`src/rtl/fifo_packer.sv`:
```
// Packs COUNT consecutive WIDTH-bit items popped from a first-word-fall-through
// FIFO into one wide word presented on a valid/ready interface; flush emits a partial word.
module fifo_packer #(
  parameter int unsigned WIDTH = 8,
  parameter int unsigned COUNT = 4
) (
  input  logic                       clk,
  input  logic                       rst,
  input  logic                       fifo_empty,
  output logic                       fifo_rd_en,
  input  logic [WIDTH-1:0]           fifo_rd_data,
  input  logic                       flush,
  output logic                       out_valid,
  input  logic                       out_ready,
  output logic [WIDTH*COUNT-1:0]     out_data,
  output logic [$clog2(COUNT+1)-1:0] out_count
);

  localparam int unsigned IW = $clog2(COUNT);
  localparam int unsigned CW = $clog2(COUNT + 1);
  localparam int unsigned DW = WIDTH * COUNT;

  localparam logic [0:0] ST_FILL   = 1'b0;
  localparam logic [0:0] ST_OUTPUT = 1'b1;

  logic [0:0]    state_q, state_d;
  logic [IW-1:0] idx_q, idx_d;
  logic [DW-1:0] pack_q, pack_d;
  logic          out_valid_q, out_valid_d;
  logic [DW-1:0] out_data_q, out_data_d;
  logic [CW-1:0] out_count_q, out_count_d;
  logic          pop;
  logic [CW-1:0] held;
  logic          last_lane;

  assign fifo_rd_en = (state_q == ST_FILL) && !fifo_empty && !rst;
  assign pop        = fifo_rd_en;
  assign held       = CW'(idx_q) + CW'(pop);
  assign last_lane  = (idx_q == IW'(COUNT - 1));

  assign out_valid = out_valid_q;
  assign out_data  = out_data_q;
  assign out_count = out_count_q;

  always_comb begin
    state_d     = state_q;
    idx_d       = idx_q;
    pack_d      = pack_q;
    out_valid_d = out_valid_q;
    out_data_d  = out_data_q;
    out_count_d = out_count_q;
    case (state_q)
      ST_FILL: begin
        if (pop) begin
          pack_d[idx_q*WIDTH +: WIDTH] = fifo_rd_data;
          idx_d = idx_q + IW'(1);
        end
        // The word is copied out on entry, so the packing register is free to
        // clear here rather than at the handshake; nothing observable differs.
        if ((pop && last_lane) || (flush && (held != '0))) begin
          state_d     = ST_OUTPUT;
          out_valid_d = 1'b1;
          out_data_d  = pack_d;
          out_count_d = held;
          idx_d       = '0;
          pack_d      = '0;
        end
      end
      ST_OUTPUT: begin
        if (out_valid_q && out_ready) begin
          state_d     = ST_FILL;
          out_valid_d = 1'b0;
        end
      end
      default: state_d = ST_FILL;
    endcase
  end

  always_ff @(posedge clk) begin
    if (rst) begin
      state_q     <= ST_FILL;
      idx_q       <= '0;
      pack_q      <= '0;
      out_valid_q <= 1'b0;
      out_data_q  <= '0;
      out_count_q <= '0;
    end else begin
      state_q     <= state_d;
      idx_q       <= idx_d;
      pack_q      <= pack_d;
      out_valid_q <= out_valid_d;
      out_data_q  <= out_data_d;
      out_count_q <= out_count_d;
    end
  end

endmodule
```
`config.mk`:
```
export PLATFORM = sky130hd
export DESIGN_NAME = fifo_packer
export DESIGN_NICKNAME = d
export VERILOG_FILES = /design/src/rtl/fifo_packer.sv
export SDC_FILE = /design/constraint.sdc
export NUM_CORES = 1
export LEC_CHECK = 0
export ABC_AREA = 0
export BUFFER_PORTS_ARGS = -buffer_cell sky130_fd_sc_hd__buf_4
export CAP_MARGIN = 20
export CELL_PAD_IN_SITES_DETAIL_PLACEMENT = 0
export CELL_PAD_IN_SITES_GLOBAL_PLACEMENT = 1
export CORE_AREA = 4 4 80 111
export DETAILED_ROUTE_END_ITERATION = 7
export DIE_AREA = 0 0 84 115
export HOLD_SLACK_MARGIN = 0.06
export MAX_ROUTING_LAYER = met4
export PLACE_DENSITY = 0.78
export SYNTH_ARGS = -nofsm -noshare
export SYNTH_HDL_FRONTEND = slang
export SYNTH_SLANG_ARGS = --single-unit
```
`constraint.sdc`:
```
create_clock -name clk -period 3.34 [get_ports clk]
set_input_delay 0.334 -clock clk [delete_from_list [all_inputs] [get_ports clk]]
set_output_delay 0.334 -clock clk [all_outputs]
set_load 0.05 [all_outputs]
```
==> results.cfg, run 1 <==
[synthesis]
synth_common_cells = dfxtp_1, a32o_1, a211oi_1
synth_top_cell_area_share_pct = 41.03
synth.avg_cell_area_sq_um = 10.50
ys_ff_latch = 71
synthDistinctLibCells = 47
synthTopCellsByArea = dfxtp_1, a32o_1, mux2i_1
synth_seq_area_share_pct = 41.03
synth_async_sr_flop_share_pct = 0
synth-edff-count = 0
ys_warn_count = 0
syn_nets = 349
synthesis.area_sq_mm = 0.003465
ys.flop_type = dfxtp_1
synth_cells = 330
synth_top_cell_by_area = dfxtp_1
synth_most_common_cell = dfxtp_1

[critical_path]
r2r_cells = 6
crit_type = flip-flop to flip-flop
cp.arrival_ns = 2.77
r2r-start = idx_q[0]
crit_end = out_data[0]
r2r_slack_ns = 0.80
worstSetupStartpointType = flip-flop
cp_data_required_time_ns = 3.58
r2r_end = out_data[0]
endpoint_kind = flip-flop
cp_max_fo = 20
setup.worst_path.start = idx_q[0]

[route]
drt-pass1-iter-count = 4
viasPerCell = 5.924
route.detailed.drc = 0
drt_iter0_markers = 139
routedWlPerCell_um = 18.16
ant_nets = 0
vias = 2802
wl_um = 8591

[pwr]
pwr-share-seq_pct = 45.4
p_clk_share_pct = 33.9
netSwitchingFraction_pct = 30.88
p_comb_share_pct = 20.7
intPower_mw = 1.362
ir_drop_mv = 0.2528
total_power_mw = 1.971
p_per_area_mw_per_mm2 = 482.7
power.leakage_nw = 1.641
p_sw_mw = 0.6085

[clock_network]
post_cts_buffers = 0
cts_tree = done
cts_buffer_depth = 2
numCtsBuffers = 9
path_clk_slew_ns = 0.07
htree_levels = 3
hold_buffers = 0
cts-root-buf = clkbuf_8
clk_latency_ns = 0.35
cts.sinks = 71
cts.repair.resized = 0

[floorplan]
core_sq_mm = 0.007797
core.rowCount = 38
die_w_um = 84
start_util_pct = 44.43
fp.dieH_um = 115
die-area_sq_mm = 0.009660
ioPinCount = 50

[sta]
setup_viol = 0
max_freq_mhz = 394.0
finalMaxSlewViolations = 0
rsz0062_at_grt = false
worstMarginPinSlew_ns = 0.6723
finClkSkew_ns = 0.006762
timing.final.crit_share_pct = 75.98
fin_crit_ns = 2.538
fin_tns_setup_ns = 0
finalHoldViolCount = 0
slew_headroom_pct = 54.99

[global_routing]
grt_antenna_before_repair = 0
overflow = 0
grt_pass1_vias = 2802
grt_first_pass_wirelength_um = 14220
grtUsageTotal_pct = 18.77
grt_max_degree = 42

[place]
dp_hpwl_um = 5656
portBuffers = 49
placed_area_sq_mm = 0.003887
place_congestion = 0.8372

[run_status]
status = complete, no violations

[final_layout]
syn_to_final_growth_pct = 17.84
drive_gt1_share_pct = 29.76
fin_area_sq_mm = 0.004083
fin_nets = 387
fillCellCount = 765
antenna_cells = 0

[worst_hold_path]
worstHoldPathType = input pin to flip-flop

[job]
cap_violations = 0
==> through the flow <==
stage	setup slack (ns)	hold slack (ns)	util, %	instances
2_1_floorplan	0.7035	0.4342	-	330
4_1_cts	0.8337	0.2746	52.36	473
5_1_grt	0.5890	0.2958	52.36	473
3_5_place_dp	0.7649	0.4514	49.86	457
6_report	0.8022	0.2759	52.36	473
3_3_place_gp	0.8374	0.4394	49.86	457
==> worst max-delay path, cell delays in order (launching register included) <==
cell	delay [ns]
dfxtp_1	0.52
inv_1	0.14
ha_1	0.70
nor2_1	0.14
and3_1	0.37
and2_1	0.23
o311a_1	0.32
==> registers in the layout, indices dropped and copies added, names as in the netlist <==
name / count
out_data: 32
idx_q: 2
out_count: 3
out_valid: 1
pack_q: 32
state_q: 1
==> worst min path at each step <==
stage	from	endpoint	slack, ns	cells after the start
after floorplan	pack_q[0]	pack_q[0]	0.43	1
after global placement	pack_q[21]	pack_q[21]	0.44	1
after detailed placement	pack_q[3]	pack_q[3]	0.45	1
after CTS	out_ready	state_q	0.27	4
after global routing	fifo_rd_data[3]	pack_q[3]	0.30	2
final	out_ready	state_q	0.28	4
==> power groups by stage <==
stage	Clock, mW	Combinational [mW]	Sequential [mW]
floorplan	0	0.218	0.989
global placement	0	0.401	0.915
detailed placement	0	0.406	0.915
CTS	0.678	0.409	0.895
global route	0.715	0.440	0.899
finish	0.667	0.408	0.895
==> layer usage <==
layer	routed length, um	track usage, %	vias to the layer above	share of wire (%)
met5	0	-	-	0
met4	148	7.189	0	1.7
met3	304	3.297	12	3.5
met2	4055	30.01	57	47
met1	4083	23.76	1374	48
li1	-	-	1359	-
==> cells in the final DEF, fill, tap and decap left out, types with 3 or more instances in the layout <==
cell,netlist,routed
nor2_1,3,3
nor3_1,3,3
buf_4,2,63
and4b_1,9,9
nand4_1,3,3
clkbuf_8,0,13
nor2b_1,10,10
nand3_1,5,5
nor4bb_1,8,8
o311a_1,14,14
a21oi_1,7,7
a32o_1,24,24
and2_1,15,15
a211oi_1,18,18
nand2_1,4,4
and3_1,9,9
nand3b_1,15,15
inv_1,5,5
dfxtp_1,71,71
and2b_1,5,5
ha_1,6,6
a31o_2,17,17
mux2i_1,16,16
==> final cells by class <==
cell class                      count  area (sq um)  area share, %
Sequential cell                    71          1421          34.81
Clock buffer                       14         182.7          4.474
Inverter                            6         22.52         0.5516
Multi-Input combinational cell    217          1846          45.20
Tap cell                          100         125.1          3.065
Clock inverter                      2         12.51         0.3065
Timing Repair Buffer               63         473.0          11.58
==> logic make-up after synthesis <==
group | Yosys count | synth area share [%]
adders and majority gates | 6 | 2.167
DFF | 71 | 41.03
xor gates and xnor gates | 1 | 0.2528
muxes | 16 | 4.623
buffers and inverters | 42 | 6.175
and+or+nand+nor | 98 | 21.09
AOI/OAI and AO/OA | 96 | 24.67
No activity file was read; power rests on OpenSTA's default activity.
==> run 2: changes to the inputs <==
==> config.mk (replaced) <==
export PLATFORM = sky130hd
export DESIGN_NAME = fifo_packer
export DESIGN_NICKNAME = d
export VERILOG_FILES = /design/src/rtl/fifo_packer.sv
export SDC_FILE = /design/constraint.sdc
export NUM_CORES = 1
export LEC_CHECK = 0
export ABC_AREA = 1
export BUFFER_PORTS_ARGS = -buffer_cell sky130_fd_sc_hd__buf_4
export CAP_MARGIN = 20
export CELL_PAD_IN_SITES_DETAIL_PLACEMENT = 0
export CELL_PAD_IN_SITES_GLOBAL_PLACEMENT = 1
export CORE_AREA = 4 4 85 119
export DETAILED_ROUTE_END_ITERATION = 7
export DIE_AREA = 0 0 89 123
export HOLD_SLACK_MARGIN = 0.06
export MAX_ROUTING_LAYER = met4
export PLACE_DENSITY = 0.79
export SYNTH_ARGS = -nofsm -noshare
export SYNTH_HDL_FRONTEND = slang
export SYNTH_SLANG_ARGS = --single-unit
==> constraint.sdc (replaced) <==
create_clock -name clk -period 2.4 [get_ports clk]
set_input_delay 0.24 -clock clk [delete_from_list [all_inputs] [get_ports clk]]
set_output_delay 0.24 -clock clk [all_outputs]
set_load 0.05 [all_outputs]
==> results.cfg, run 2 <==
[run_status]
status = complete, no violations

[route]
routedWlPerCell_um = 13.65
route.detailed.drc = 0
wl_um = 9499
drt-pass1-iter-count = 5
vias = 3504
ant_nets = 0
viasPerCell = 5.034
drt_iter0_markers = 160

[sta]
finClkSkew_ns = 0.007677
fin_tns_setup_ns = 0
finalMaxSlewViolations = 0
fin_crit_ns = 2.085
fin_hold_ws_ns = 0.1856
worstMarginPinSlew_ns = 0.4925
finalHoldViolCount = 0
timing.final.crit_share_pct = 86.87
setup_viol = 0
max_freq_mhz = 479.6
slew_headroom_pct = 67.05
rsz0062_at_grt = false

[pwr]
power.leakage_nw = 1.934
p_per_area_mw_per_mm2 = 804.7
total_power_mw = 3.532
ir_drop_mv = 0.4899

[synthesis]
ys.flop_type = dfxtp_1
ys_ff_latch = 71
synth_cells = 546
synth_async_sr_flop_share_pct = 0
synth_top_family_by_area = simple AND/OR/NAND/NOR gates
muxShareOfSynthArea_pct = 0
synth_top_cell_by_area = dfxtp_1
synth.avg_cell_area_sq_um = 6.657
synth_seq_area_share_pct = 39.10
synthAdderAreaFrac_pct = 2.065
yosys.area_share.simple_pct = 37.73
synth_top_cell_area_share_pct = 39.10
synthTopCellsByArea = dfxtp_1, nand2_1, nor2_1
synth_most_common_cell = nand2_1
synth_compound_area_share_pct = 10.74
synthDistinctLibCells = 26
synth-edff-count = 0
synthesis.area_sq_mm = 0.003635
syn_nets = 565
synth_common_cells = nand2_1, nor2_1, dfxtp_1
ys_warn_count = 0
synth_xor_xnor_area_share_pct = 0

[final_layout]
fillCellCount = 957
syn_to_final_growth_pct = 20.76
fin_nets = 603
antenna_cells = 0
instances_no_fill = 696
layout_common_cells = nand2_1, nor2_1, dfxtp_1, buf_4, nand3_1
multi_input_comb_area_sq_mm = 0.001837
final_common_cell = nand2_1
drive_gt1_share_pct = 15.62
layout.area.seq_sq_mm = 0.001421

[critical_path]
r2r-start = state_q
worstSetupStartpointType = flip-flop
r2r_slack_ns = 0.32
cp.arrival_ns = 2.32
cp_max_fo = 74
crit_type = flip-flop to flip-flop
cp_data_required_time_ns = 2.64
r2r_end = out_count[1]
r2r_cells = 12
endpoint_kind = flip-flop

[place]
dpl.cell_count = 680
dp_hpwl_um = 6807
portBuffers = 49
place_congestion = 0.8507

[job]
cap_violations = 0

[global_routing]
grt_antenna_before_repair = 0
grtUsageTotal_pct = 18.96
grt_pass1_vias = 3235
grt_first_pass_wirelength_um = 15640
overflow = 0
grt_max_degree = 75

[floorplan]
core.rowCount = 41
die-area_sq_mm = 0.01095
fp.dieH_um = 123
ioPinCount = 50
die_w_um = 89
core_sq_mm = 0.008977
start_util_pct = 40.49

[clock_network]
clk_latency_ns = 0.34
cts_buffer_depth = 2
hold_buffers = 0
cts.sinks = 71
numCtsBuffers = 9
cts-root-buf = clkbuf_16
post_cts_buffers = 0
cts.repair.resized = 0
path_clk_slew_ns = 0.06
cts_tree = done
htree_levels = 3

[worst_hold_path]
worstHoldPathType = input pin to flip-flop
whs_path_depth = 4
hp-start = out_ready
holdPathEnd = out_valid
[run 2: changes by cell type in the layout (fill, tap and decap cells not counted), moves of 14 or more]
cell and change:
nand2_1 +138, nor2_1 +76, nand3_1 +50, a21oi_1 +39
inv_1 +37, a32o_1 -24, a211oi_1 -18, a31o_2 -17
mux2i_1 -16, o21ai_0 +16, and2_1 -14, o311a_1 -14
[run 2: worst max path at each step]
stage          startpoint            to  slack (ns)  cells after the start
5_1_grt           state_q  out_data[31]        0.16                     12
6_report          state_q  out_count[1]        0.32                     12
4_1_cts           state_q  out_count[1]        0.34                     12
2_1_floorplan    idx_q[0]    pack_q[17]        0.59                     11
3_3_place_gp          rst  out_count[1]        0.35                     13
3_5_place_dp          rst  out_count[1]        0.34                     13
[run 2: cell type report]
cell class,instances,area share (%)
multi-input combinational,393,41.85
tap,107,3.050
sequential,71,32.38
clock buffer,11,5.530
timing repair buffer,63,11.35
inverter,46,3.991
clock inverter,5,1.853
[run 2: worst max-delay path, stage by stage, from the launching register on]
cell,delay (ns)
dfxtp_1,0.33
nor2_4,0.16
nand2_4,0.09
nor2_1,0.10
ha_1,0.23
nor2_1,0.08
nand3_2,0.09
nand2_4,0.13
nand2_2,0.15
buf_12,0.27
nand3b_1,0.18
nand2_1,0.09
nor2_1,0.04
[run 2: stage by stage]
stage | worst slack [ns] | utilization, % | area (sq um)
6_report | 0.3151 | 48.89 | 4389
5_1_grt | 0.1577 | 48.89 | 4389
4_1_cts | 0.3390 | 48.89 | 4389
3_5_place_dp | 0.3353 | 45.28 | 4065
3_3_place_gp | 0.3506 | 45.28 | 4065
2_1_floorplan | 0.5863 | - | 3635
[run 2: kinds of logic (layout without fill, tap and decap cells)]
kind of cell / Yosys count / count (layout)
simple gates: 313 / 313
buf+inv: 82 / 125
compound gates: 74 / 74
flops: 71 / 71
fa+ha+maj: 6 / 6
[run 2: per-layer routing]
layer  wire length (um)  part of all wire (%)  up-vias  global-route usage (%)
li1                   -                     -     1821                       -
met1               4195                    44     1584                   23.84
met2               4450                    47       83                   29.37
met3                594                   6.3       16                   3.733
met4                258                   2.7        0                   8.380
met5                  0                     0        -                       -
[run 2: power by group]
| part | total (mW) | switching, mW | internal (mW) |
|---|---|---|---|
| Combinational | 0.789 | 0.551 | 0.238 |
| Sequential | 1.30 | 0.0400 | 1.26 |
| Clock | 1.45 | 0.510 | 0.938 |
| Total | 3.53 | 1.10 | 2.43 |
==> run 3: changes to the inputs <==
==> config.mk (replaced) <==
export PLATFORM = sky130hd
export DESIGN_NAME = fifo_packer
export DESIGN_NICKNAME = d
export VERILOG_FILES = /design/src/rtl/fifo_packer.sv
export SDC_FILE = /design/constraint.sdc
export NUM_CORES = 1
export LEC_CHECK = 0
export ABC_AREA = 1
export BUFFER_PORTS_ARGS = -buffer_cell sky130_fd_sc_hd__buf_4
export CAP_MARGIN = 20
export CORE_AREA = 4 4 78 108
export DETAILED_ROUTE_END_ITERATION = 7
export DIE_AREA = 0 0 82 112
export HOLD_SLACK_MARGIN = 0.06
export MAX_ROUTING_LAYER = met4
export PLACE_DENSITY = 0.69
export SYNTH_ARGS = -nofsm -noshare
export SYNTH_HDL_FRONTEND = slang
export SYNTH_SLANG_ARGS = --single-unit
==> constraint.sdc (replaced) <==
create_clock -name clk -period 2.5 [get_ports clk]
set_input_delay 0.25 -clock clk [delete_from_list [all_inputs] [get_ports clk]]
set_output_delay 0.25 -clock clk [all_outputs]
set_load 0.05 [all_outputs]
==> results.cfg, run 3 (synthesis results as in run 2) <==
[run_status]
status = complete, no violations

[floorplan]
ioPinCount = 50
start_util_pct = 49.07
core_sq_mm = 0.007407
die_w_um = 82
fp.dieH_um = 112
die-area_sq_mm = 0.009184
core.rowCount = 37

[clock_network]
path_clk_slew_ns = 0.08
post_cts_buffers = 0
numCtsBuffers = 9
htree_levels = 3
cts_tree = done
clk_latency_ns = 0.35
cts.sinks = 71
hold_buffers = 0
cts.repair.resized = 0
cts_buffer_depth = 2
cts-root-buf = clkbuf_8

[global_routing]
grt_max_degree = 66
grt_first_pass_wirelength_um = 14920
grtUsageTotal_pct = 21.49
grt_antenna_before_repair = 0
overflow = 0
grt_pass1_vias = 3125

[sta]
rsz0062_at_grt = false
finClkSkew_ns = 0.007848
layout_setup_ws_ns = 0.2938
fin_tns_setup_ns = 0
timing.final.crit_share_pct = 88.25
setup_viol = 0
finalMaxSlewViolations = 0
max_freq_mhz = 453.3
slew_headroom_pct = 61.61
finalHoldViolCount = 0
fin_crit_ns = 2.206
worstMarginPinSlew_ns = 0.5738

[pwr]
pwr-share-seq_pct = 41.9
ir_drop_mv = 0.4851
intPower_mw = 1.969
netSwitchingFraction_pct = 33.52
p_comb_share_pct = 25.5
p_clk_share_pct = 32.6
power.leakage_nw = 1.865
p_per_area_mw_per_mm2 = 701.1
p_sw_mw = 0.9927

[final_layout]
drive_gt1_share_pct = 14.90
layout_common_cells = nand2_1, nor2_1, dfxtp_1, buf_4, nand3_1
instances_no_fill = 681
syn_to_final_growth_pct = 16.21
antenna_cells = 0
final_common_cell = nand2_1
post-route-util_pct = 57.03
fin_nets = 598

[critical_path]
crit_type = flip-flop to flip-flop
worstSetupStartpointType = flip-flop
cp_data_required_time_ns = 2.79
cp.arrival_ns = 2.50
cp_max_fo = 10
endpoint_kind = flip-flop
setup.worst_path.start = idx_q[1]
r2r-start = idx_q[1]

[route]
vias = 3495
drt-pass1-iter-count = 5
viasPerCell = 5.132
route.detailed.drc = 0
wl_um = 8949
routedWlPerCell_um = 13.14
drt_iter0_markers = 328
ant_nets = 0

[place]
place_congestion = 0.8282
dp_hpwl_um = 6154
dpl.cell_count = 665
dpl_worst_slack_ns = 0.3188
portBuffers = 49

[worst_hold_path]
hp-start = out_ready
worstHoldPathType = input pin to flip-flop

[job]
cap_violations = 0
-- run 3: power groups by stage --
stage / clock [mW] / combinational [mW] / sequential, mW
global placement: 0 / 0.751 / 1.27
detailed placement: 0 / 0.759 / 1.27
global route: 1.04 / 0.832 / 1.25
finish: 0.965 / 0.755 / 1.24
CTS: 0.990 / 0.760 / 1.24
floorplan: 0 / 0.376 / 1.46
-- run 3: worst paths after layout --
kind / slack (ns) / end / depth (start not counted)
setup / recovery: 0.29 / out_data[16] / 9
hold reg to reg: 0.42 / pack_q[30] / 2
setup reg to reg: 0.29 / out_data[16] / 9
hold / removal: 0.17 / out_valid / 4
-- run 3: layer usage --
metal  wire length, um  part of all wire, %  up-vias  GRT usage (%)
li1                  -                    -     1814              -
met1              4016                   45     1568          29.35
met2              4205                   47       93          29.84
met3               417                  4.7       20          2.913
met4               309                  3.5        0          12.42
met5                 0                    0        -              -
-- run 3: metrics by stage --
stage | instance area (sq um) | hold slack (ns) | power [mW]
6_report | 4224 | 0.1662 | 2.961
5_1_grt | 4224 | 0.1845 | 3.119
3_5_place_dp | 4015 | 0.4150 | 2.027
2_1_floorplan | 3635 | 0.4051 | 1.835
4_1_cts | 4224 | 0.1561 | 2.993
3_3_place_gp | 4015 | 0.4139 | 2.017
-- run 3: cell type report --
type	instances	area, sq um
timing repair buffer	58	460.4
clock buffer	13	168.9
tap	97	121.4
clock inverter	3	40.04
inverter	46	175.2
fill	791	3183
sequential	71	1421
multi-input combinational	393	1837
-- run 3: critical path, cell delays in order, from the launching register on --
cell and delay [ns]:
dfxtp_1 0.43, inv_1 0.11, ha_1 0.50, inv_1 0.20, nor2_1 0.23, nand3_1 0.13, o21ai_0 0.24, nand3b_1 0.16
nand2_1 0.07, nor2_1 0.08
